$ cat src/rtl/pwm_pkg.sv
// Shared types for the PWM fade sequencer: FSM state encoding and channel control word layout.
package pwm_pkg;

    typedef enum logic [1:0] {
        StIdle,
        StLoad,
        StRun,
        StFin
    } pwm_state_e;

    localparam int unsigned CtrlAlign = 2;
    localparam int unsigned CtrlPol   = 1;
    localparam int unsigned CtrlEn    = 0;

    typedef struct packed {
        logic align;
        logic pol;
        logic en;
    } pwm_ctrl_t;

endpackage

$ cat src/rtl/pwm_period_timer.sv
// Counts PWM periods (pcnt) and periods-per-step (hcnt); step_tick marks the last clock of a hold window.
module pwm_period_timer #(
    parameter int unsigned DW = 32,
    parameter int unsigned HW = 16
) (
    input  logic          clk,
    input  logic          n_rst,
    input  logic          clear,
    input  logic [DW-1:0] period,
    input  logic [HW-1:0] hold,
    output logic          step_tick
);

    logic [DW-1:0] pcnt_q;
    logic [HW-1:0] hcnt_q;
    logic          pwrap;
    logic          hwrap;

    // period and hold are never zero here; the caller substitutes 1.
    always_comb begin
        pwrap     = (pcnt_q == period - DW'(1));
        hwrap     = (hcnt_q == hold - HW'(1));
        step_tick = !clear && pwrap && hwrap;
    end

    always_ff @(posedge clk or negedge n_rst) begin
        if (!n_rst) begin
            pcnt_q <= '0;
            hcnt_q <= '0;
        end else if (clear) begin
            pcnt_q <= '0;
            hcnt_q <= '0;
        end else if (pwrap) begin
            pcnt_q <= '0;
            hcnt_q <= hwrap ? '0 : hcnt_q + HW'(1);
        end else begin
            pcnt_q <= pcnt_q + DW'(1);
        end
    end

endmodule

$ cat src/rtl/pwm_fade_ctrl.sv
// Drives one pwmchannel's write ports through a linear duty ramp.
// Define PWM_FADE_LOOP_EN for endless ping-pong between the two endpoints.
module pwm_fade_ctrl
    import pwm_pkg::*;
#(
    parameter int unsigned DW = 32,
    parameter int unsigned HW = 16
) (
    input  logic          clk,
    input  logic          n_rst,
    input  logic          start,
    input  logic          abort,
    input  logic [DW-1:0] cfg_period,
    input  logic [DW-1:0] cfg_start_duty,
    input  logic [DW-1:0] cfg_end_duty,
    input  logic [DW-1:0] cfg_step,
    input  logic [HW-1:0] cfg_hold,
    input  logic [2:0]    cfg_control,
    output logic          period_wen,
    output logic [DW-1:0] period_out,
    output logic          duty_wen,
    output logic [DW-1:0] duty_out,
    output logic          cont_wen,
    output logic [2:0]    control_out,
    output logic          busy,
    output logic          done,
    output logic          cfg_err
);

    pwm_state_e    state_q;
    logic [DW-1:0] period_q, start_q, end_q, step_q, cur_q;
    logic [HW-1:0] hold_q;
    logic          at_end_q;
    logic          period_wen_q, duty_wen_q, cont_wen_q, busy_q, done_q, cfg_err_q;
    logic [DW-1:0] period_out_q, duty_out_q;
    pwm_ctrl_t     control_q;

    logic          step_tick;
    logic          timer_clear;
    logic          do_step;
    logic [DW:0]   up_sum;
    logic [DW:0]   dn_lim;
    logic [DW-1:0] next_duty;

    assign timer_clear = !(state_q == StLoad || state_q == StRun);

    pwm_period_timer #(
        .DW(DW),
        .HW(HW)
    ) u_timer (
        .clk      (clk),
        .n_rst    (n_rst),
        .clear    (timer_clear),
        .period   (period_q),
        .hold     (hold_q),
        .step_tick(step_tick)
    );

    // Saturating step towards end_q, one bit wider so neither direction can wrap.
    always_comb begin
        up_sum    = {1'b0, cur_q} + {1'b0, step_q};
        dn_lim    = {1'b0, end_q} + {1'b0, step_q};
        next_duty = end_q;
        if (end_q >= start_q) begin
            if (up_sum < {1'b0, end_q}) next_duty = up_sum[DW-1:0];
        end else begin
            if ({1'b0, cur_q} > dn_lim) next_duty = cur_q - step_q;
        end
    end

    // Timer is cleared in IDLE and counts from LOAD, so the first step lands period*hold later.
    assign do_step = step_tick && !at_end_q &&
                     ((state_q == StLoad && start_q != end_q) || state_q == StRun);

    always_ff @(posedge clk or negedge n_rst) begin
        if (!n_rst) begin
            state_q      <= StIdle;
            period_q     <= '0;
            start_q      <= '0;
            end_q        <= '0;
            step_q       <= '0;
            hold_q       <= '0;
            cur_q        <= '0;
            at_end_q     <= 1'b0;
            period_wen_q <= 1'b0;
            duty_wen_q   <= 1'b0;
            cont_wen_q   <= 1'b0;
            busy_q       <= 1'b0;
            done_q       <= 1'b0;
            cfg_err_q    <= 1'b0;
            period_out_q <= '0;
            duty_out_q   <= '0;
            control_q    <= '0;
        end else begin
            period_wen_q <= 1'b0;
            duty_wen_q   <= 1'b0;
            cont_wen_q   <= 1'b0;
            done_q       <= 1'b0;
            if (abort && state_q != StIdle) begin
                cont_wen_q   <= 1'b1;
                control_q.en <= 1'b0;
                busy_q       <= 1'b0;
                at_end_q     <= 1'b0;
                state_q      <= StIdle;
            end else begin
                unique case (state_q)
                    StIdle: begin
                        if (start && !abort) begin
                            if (cfg_period == '0) begin
                                cfg_err_q <= 1'b1;
                            end else begin
                                cfg_err_q       <= 1'b0;
                                period_q        <= cfg_period;
                                start_q         <= cfg_start_duty;
                                end_q           <= cfg_end_duty;
                                step_q          <= (cfg_step == '0) ? DW'(1) : cfg_step;
                                hold_q          <= (cfg_hold == '0) ? HW'(1) : cfg_hold;
                                cur_q           <= cfg_start_duty;
                                period_wen_q    <= 1'b1;
                                duty_wen_q      <= 1'b1;
                                cont_wen_q      <= 1'b1;
                                period_out_q    <= cfg_period;
                                duty_out_q      <= cfg_start_duty;
                                control_q.align <= cfg_control[CtrlAlign];
                                control_q.pol   <= cfg_control[CtrlPol];
                                control_q.en    <= cfg_control[CtrlEn];
                                busy_q          <= 1'b1;
                                state_q         <= StLoad;
                            end
                        end
                    end
                    StLoad: begin
                        if (start_q == end_q) begin
                            done_q  <= 1'b1;
                            busy_q  <= 1'b0;
                            state_q <= StFin;
                        end else begin
                            state_q <= StRun;
                        end
                    end
                    StRun: begin
                        if (at_end_q) begin
                            at_end_q <= 1'b0;
                            done_q   <= 1'b1;
                            busy_q   <= 1'b0;
                            state_q  <= StFin;
                        end
                    end
                    StFin: begin
                        state_q <= StIdle;
                    end
                    default: begin
                        state_q <= StIdle;
                    end
                endcase

                if (do_step) begin
                    duty_wen_q <= 1'b1;
                    duty_out_q <= next_duty;
                    cur_q      <= next_duty;
                    if (next_duty == end_q) begin
`ifdef PWM_FADE_LOOP_EN
                        start_q <= end_q;
                        end_q   <= start_q;
`else
                        at_end_q <= 1'b1;
`endif
                    end
                end
            end
        end
    end

    assign period_wen  = period_wen_q;
    assign period_out  = period_out_q;
    assign duty_wen    = duty_wen_q;
    assign duty_out    = duty_out_q;
    assign cont_wen    = cont_wen_q;
    assign control_out = control_q;
    assign busy        = busy_q;
    assign done        = done_q;
    assign cfg_err     = cfg_err_q;

endmodule

$ cat config.mk
export PLATFORM = sky130hd
export DESIGN_NAME = pwm_fade_ctrl
export DESIGN_NICKNAME = d
export VERILOG_FILES = /design/src/rtl/pwm_pkg.sv /design/src/rtl/pwm_period_timer.sv /design/src/rtl/pwm_fade_ctrl.sv
export SDC_FILE = /design/constraint.sdc
export NUM_CORES = 1
export LEC_CHECK = 0
export ABC_AREA = 1
export CAP_MARGIN = 30
export CORE_ASPECT_RATIO = 1.4
export CORE_MARGIN = 4
export CORE_UTILIZATION = 55
export DETAILED_ROUTE_END_ITERATION = 6
export GPL_TIMING_DRIVEN = 0
export MAX_ROUTING_LAYER = met4
export PLACE_DENSITY = 0.78
export RECOVER_POWER = 25
export SYNTH_ARGS = -nofsm -noshare
export SYNTH_HDL_FRONTEND = slang
export SYNTH_SLANG_ARGS = --single-unit
$ cat constraint.sdc
create_clock -name clk -period 5.9 [get_ports clk]
set_input_delay 0.885 -clock clk [delete_from_list [all_inputs] [get_ports clk]]
set_output_delay 0.885 -clock clk [all_outputs]
set_load 0.005 [all_outputs]
# ---- Word-level counts from Yosys, hierarchy flattened
# Cells that the tools add are included.
dict set report classes {
  addsub 7
  n_lt_le_gt_ge 3
  eq_ne 15
  n_mux 46
  bitwise_logic 2
  n_reduce_logical 27
}
# op n
set op_table {}
lappend op_table {{two-way mux 32 bit} 10}
lappend op_table {{== test 32 bit} 3}
lappend op_table {{adder 32 x 32 -> 33 bit} 2}
lappend op_table {{zero test 32 bit} 2}
lappend op_table {{two-way mux 16 bit} 4}
lappend op_table {{greater-than comparator 32 x 33 -> 1 bit} 1}
lappend op_table {{less-than comparator 33 x 32 -> 1 bit} 1}
lappend op_table {{adder 32 x 1 -> 32 bit, second input constant} 1}
lappend op_table {{greater-or-equal comparator 32 bit} 1}
lappend op_table {{!= test 32 bit} 1}
lappend op_table {{subtractor 32 x 1 -> 32 bit, second input constant} 1}
lappend op_table {{subtractor 32 bit} 1}
lappend op_table {{two-way mux 1 bit} 25}
lappend op_table {{adder 16 x 1 -> 16 bit, second input constant} 1}
lappend op_table {{== test 16 bit} 1}
lappend op_table {{zero test 16 bit} 1}
lappend op_table {{subtractor 16 x 1 -> 16 bit, second input constant} 1}
lappend op_table {{nonzero test 2 bit} 5}
lappend op_table {{AND reduction 3 bit} 3}
lappend op_table {{two-way mux 2 bit} 4}
lappend op_table {{one-hot mux 2 bit (4 select lines)} 1}
lappend op_table {{AND reduction 4 bit} 2}
lappend op_table {{logical AND 1 bit} 7}
lappend op_table {{!= test 3 bit, second input constant} 2}
lappend op_table {{14 further kinds} 19}
dict set report word_totals {
  reg_bits 236
  in_bits 151
  elab_cells 119
}

# ---- Logic depth before layout (Yosys ltp)
dict set report depth {
  depth_word 8
  depth_mapped 43
}

# ---- Cells and area by module
# From an unflattened synthesis, not the netlist that was laid out.
dict set report hier_totals {
  cells_unflattened 3307
  area_unflattened_um2 21961.1
}
# module instances cells_per_inst area_each_um2 seq_area_each_um2
set modules_own_cells {}
lappend modules_own_cells {pwm_fade_ctrl 1 2456 16814.9 4704.5}
lappend modules_own_cells {pwm_period_timer 1 851 5146.2 1201.2}

# ---- Worst setup path before layout
# OpenSTA, ideal clock, no wires.
dict set report synth_path {
  path_kind {reg-to-reg}
  startpoint {reg end_q[2]}
  endpoint {reg at_end_q}
  setup_ns 0.077
  arrival_ns 4.852
  required_time_ns 5.823
  setup_slack_ns 0.970
  path_stages_with_launch 35
  n_path_buf 1
  period_less_slack_ns 4.930
  path_cell_list {dfrtp_1 ha_1 nand3_1 nand3_1 a21oi_1 o21ai_1 a21boi_1 o21ai_1 a21boi_1 o21ai_1 a21boi_0 o21ai_1 a21boi_0 o21ai_1 xor2_1 ha_1 nand2_1 nor2_1 nand4_1 nor4b_1 nand2_1 nor2_1 nand2_4 nand2_4 buf_2 nand2_1 o211ai_1 nand2_1 nand2_1 nand2_1 nor2_1 nand3_1 nor2_1 nand2_1 a21oi_1}
}
dict set report synth_via {
  elab_chain_cells 8
  elab_cells_between_ends 15
}
# element line
set synth_rtl {}
lappend synth_rtl {{from (decl)} pwm_fade_ctrl.sv:31} ;# logic [DW-1:0] period_q, start_q, end_q, step_q, cur_q;
lappend synth_rtl {{from (signal assigned)} pwm_fade_ctrl.sv:115} ;# end_q <= cfg_end_duty;
lappend synth_rtl {{adder 32 x 32 -> 33 bit} pwm_fade_ctrl.sv:62} ;# dn_lim = {1'b0, end_q} + {1'b0, step_q};
lappend synth_rtl {{greater-than comparator 32 x 33 -> 1 bit} pwm_fade_ctrl.sv:67} ;# if ({1'b0, cur_q} > dn_lim) next_duty = cur_q - step_q;
lappend synth_rtl {{two-way mux 32 bit} pwm_fade_ctrl.sv:67}
lappend synth_rtl {{two-way mux 32 bit} pwm_fade_ctrl.sv:64} ;# if (end_q >= start_q) begin
lappend synth_rtl {{== test 32 bit} pwm_fade_ctrl.sv:161} ;# if (next_duty == end_q) begin
lappend synth_rtl {{two-way mux 1 bit} pwm_fade_ctrl.sv:161}
lappend synth_rtl {{two-way mux 1 bit *} pwm_fade_ctrl.sv:157} ;# if (do_step) begin
lappend synth_rtl {{two-way mux 1 bit *} pwm_fade_ctrl.sv:99} ;# if (abort && state_q != StIdle) begin
lappend synth_rtl {{to (signal assigned)} pwm_fade_ctrl.sv:103} ;# at_end_q <= 1'b0;
lappend synth_rtl {{to (signal assigned)} pwm_fade_ctrl.sv:143} ;# at_end_q <= 1'b0;
lappend synth_rtl {{to (signal assigned)} pwm_fade_ctrl.sv:166} ;# at_end_q <= 1'b1;
lappend synth_rtl {{to (decl)} pwm_fade_ctrl.sv:33} ;# logic at_end_q;
# Mark *: on every way between the ends. The rest lies on a longest branch, timed or not.
# A chain may end at the register's enable or synchronous reset.

# ---- Worst setup path in the final report
# Same ends and word-level chain as after synthesis.

==> flow_metrics.py <==
metrics = {
    "worst_setup_path": {
        "max_stage_delay_ns": 0.45,
        "crit_type": "flip-flop to flip-flop",
        "worstPathArrival_ns": 6.27,
        "cp_common_cell": "nand2_1",
        "cp-start-kind": "flip-flop",
        "reg2regPathDepth": 34,
        "cpMaxStageDelayCell": "dfrtp_2",
        "cp-end-kind": "flip-flop",
        "worst_ep_required_time_ns": 6.42,
        "path_max_fanout": 10,
    },
    "floorplanning": {
        "std_cell_rows": 84,
        "core_mm2": 0.0375,
        "start_util": 0.557,
        "ios": 224,
        "die_x_um": 173,
        "die-area_mm2": 0.0413,
        "die_y_um": 239,
    },
    "clocking": {
        "cts_buffers": 27,
        "cts_sinks": 236,
        "path_clk_slew_ns": 0.07,
        "htree_levels": 1,
        "clk_latency_ns": 0.60,
        "root_buffer": "clkbuf_16",
        "holdBufCountCts": 0,
        "cts_tree": "yes",
        "clockBufferDepth": 3,
    },
    "timing": {
        "period_share": 0.974,
        "finalSetupViolations": 0,
        "max-slew-margin-rel": -1.10,
        "fin_worst_skew_ns": 0.0349,
        "max_freq_mhz": 174,
        "fin_tns_setup_ns": 0,
        "drv_slew": 132,
        "fin_crit_ns": 5.75,
        "hold_viol_final": 0,
        "worst_pin_slew_ns": 3.15,
        "whs_ns": 0.485,
    },
    "logic_synthesis": {
        "postSynth.asyncResetShare": 1.00,
        "syn_area_mm2": 0.0209,
        "ys_seq_area_frac": 0.282,
        "synth_ff_type": "dfrtp_1",
        "syn_area_per_cell_um2": 6.93,
        "ys_warn_count": 0,
        "netlist.area_leader.share": 0.282,
        "yosys.area.top_type": "dfrtp_1",
        "synth-edff-count": 0,
        "synth_nets": 3370,
        "synth_area_leaders": "dfrtp_1, nand2_1, ha_1",
        "synthCells": 3019,
        "synth_cell_type_count": 60,
        "synth-seq-cells": 236,
    },
    "routing": {
        "drt_iter0_drc": 2255,
        "via_count": 23500,
        "firstDrtPassIters": 6,
        "drcViolationCount": 0,
        "wl_per_cell_um": 23.5,
        "ant_nets": 0,
        "finalWirelength_mm": 88.9,
        "vias_per_cell": 6.21,
    },
    "place": {
        "hpwl_mm": 70.3,
        "place_congestion": 1.06,
        "port-buffer-count": 223,
        "placedCellCount": 3717,
    },
    "global_route": {
        "grt_pass1_vias": 23200,
        "overflow": 0,
        "antenna_found_initial": 1,
        "grt_usage": 0.424,
        "grt_pass1_wl_mm": 132,
        "grt_max_degree": 108,
    },
    "layout": {
        "final_cells": 3788,
        "mostFrequentLayoutCell": "nand2_1",
        "fillers": 3132,
        "drive_above_1_share": 0.0588,
        "nets": 3644,
        "syn2layout_area_growth_pct": 20.3,
        "final_cell_mix": "nand2_1, inv_1, nor2_1",
    },
    "run": {
        "maxCapViolCount": 2,
    },
    "run_status": {
        "status": "finished, violations left",
        "violations": "max-capacitance violations, max-slew violations",
    },
    "worst_hold_path": {
        "hold_depth": 2,
        "worstHoldPathType": "flip-flop to flip-flop",
    },
}
-- synthesized netlist by cell type (8+ instances only) --
library cell  instances
ha_1                197
a21oi_1             158
nor3_1               47
or2_2                11
o21bai_1             12
nor4_1               30
o22ai_1              14
nand4_1              40
nand3_1             216
nand2_1             774
nand3b_1             19
buf_2                23
o21ai_0             171
a31oi_1              47
a21o_1               26
dfrtp_1             236
nor2_1              285
xnor2_1              45
inv_1               329
o21a_1                8
o21ai_1              16
clkbuf_1             59
xor2_1              147
o211ai_1             14
-- worst max-delay path, delay by kind of cell, from the launching register on --
kind / cells / cell delay (ns)
and+or+nand+nor: 17 / 2.05
buffers and inverters: 2 / 0.50
adders and majority gates: 2 / 0.57
DFF: 1 / 0.45
xor gates and xnor gates: 1 / 0.15
AOI/OAI and AO/OA: 12 / 1.92
-- state kept, by name, indices dropped and copies added, names as in the netlist --
| signal | cells |
|---|---|
| at_end_q | 1 |
| busy | 1 |
| cfg_err | 1 |
| cont_wen | 1 |
| control_out | 3 |
| done | 1 |
| duty_out | 32 |
| duty_wen | 1 |
| end_q | 32 |
| hold_q | 16 |
| period_out | 32 |
| period_wen | 1 |
| start_q | 32 |
| state_q | 2 |
| step_q | 32 |
| u_timer.hcnt_q | 16 |
| u_timer.pcnt_q | 32 |
-- path summary, 6_finish.rpt --
kind | startpoint | slack [ns] | end
max in group asynchronous | n_rst | 1.10 | step_q[1]$_DFFE_PN0P_
hold / removal | control_out[2]$_DFFE_PN0P_ | 0.49 | control_out[2]$_DFFE_PN0P_
setup reg to reg | end_q[2]$_DFFE_PN0P_ | 0.15 | at_end_q$_DFF_PN0_
setup / recovery | end_q[2]$_DFFE_PN0P_ | 0.15 | at_end_q$_DFF_PN0_
min in group asynchronous | n_rst | 1.33 | period_out[24]$_DFFE_PN0P_
hold reg to reg | control_out[2]$_DFFE_PN0P_ | 0.49 | control_out[2]$_DFFE_PN0P_
-- stage by stage --
step,instance area [µm²],worst slack (ns),utilization
3_3_place_gp,23700,-6.04,0.633
4_1_cts,24900,0.0125,0.664
2_1_floorplan,20900,0.970,-
6_report,25200,0.153,0.671
5_1_grt,25200,-0.0466,0.671
3_5_place_dp,23800,-1.37,0.634
-- cells by family (layout without fill, tap and decap cells) --
logic type	after synthesis	in the layout	share of synthesized area
and+or+nand+nor	1459	1459	0.299
adders and majority gates	200	200	0.121
xor gates and xnor gates	192	192	0.0804
AOI/OAI and AO/OA	501	501	0.136
buffers and inverters	431	726	0.0812
other	0	1	0
DFF	236	236	0.282
-- layer usage --
| metal | track usage | vias up | wire length (µm) |
|---|---|---|---|
| li1 | - | 10500 | - |
| met1 | 0.457 | 11100 | 31200 |
| met2 | 0.719 | 1402 | 42700 |
| met3 | 0.0607 | 462 | 6890 |
| met4 | 0.301 | 0 | 8140 |
| met5 | - | - | 0 |
-- timing repair --
| action | 4_1_cts | 5_1_grt |
|---|---|---|
| endpoints found under the setup margin | 33 | 5 |
| gates resized for setup | 31 | 48 |
| pin swaps | 5 | 15 |
| setup buffers | 4 | 15 |
| cloned | 0 | 1 |
-- final cells by class --
cell class                      instances  area (µm²)  share of cell area
Clock inverter                         15         210             0.00835
Tap cell                              473         592              0.0235
Antenna cell                            1        2.50           0.0000994
Multi-Input combinational cell       2352       13600               0.539
Timing Repair inverter                  1        5.00            0.000199
Timing Repair Buffer                  244        2400              0.0954
Buffer                                 94         459              0.0182
Clock buffer                           35         756              0.0300
Sequential cell                       236        5910               0.235
Inverter                              337        1270              0.0506
Power is left out: the tool's default activity adds up to more than one toggle a clock period on the data nets, which glitch-free logic cannot reach.
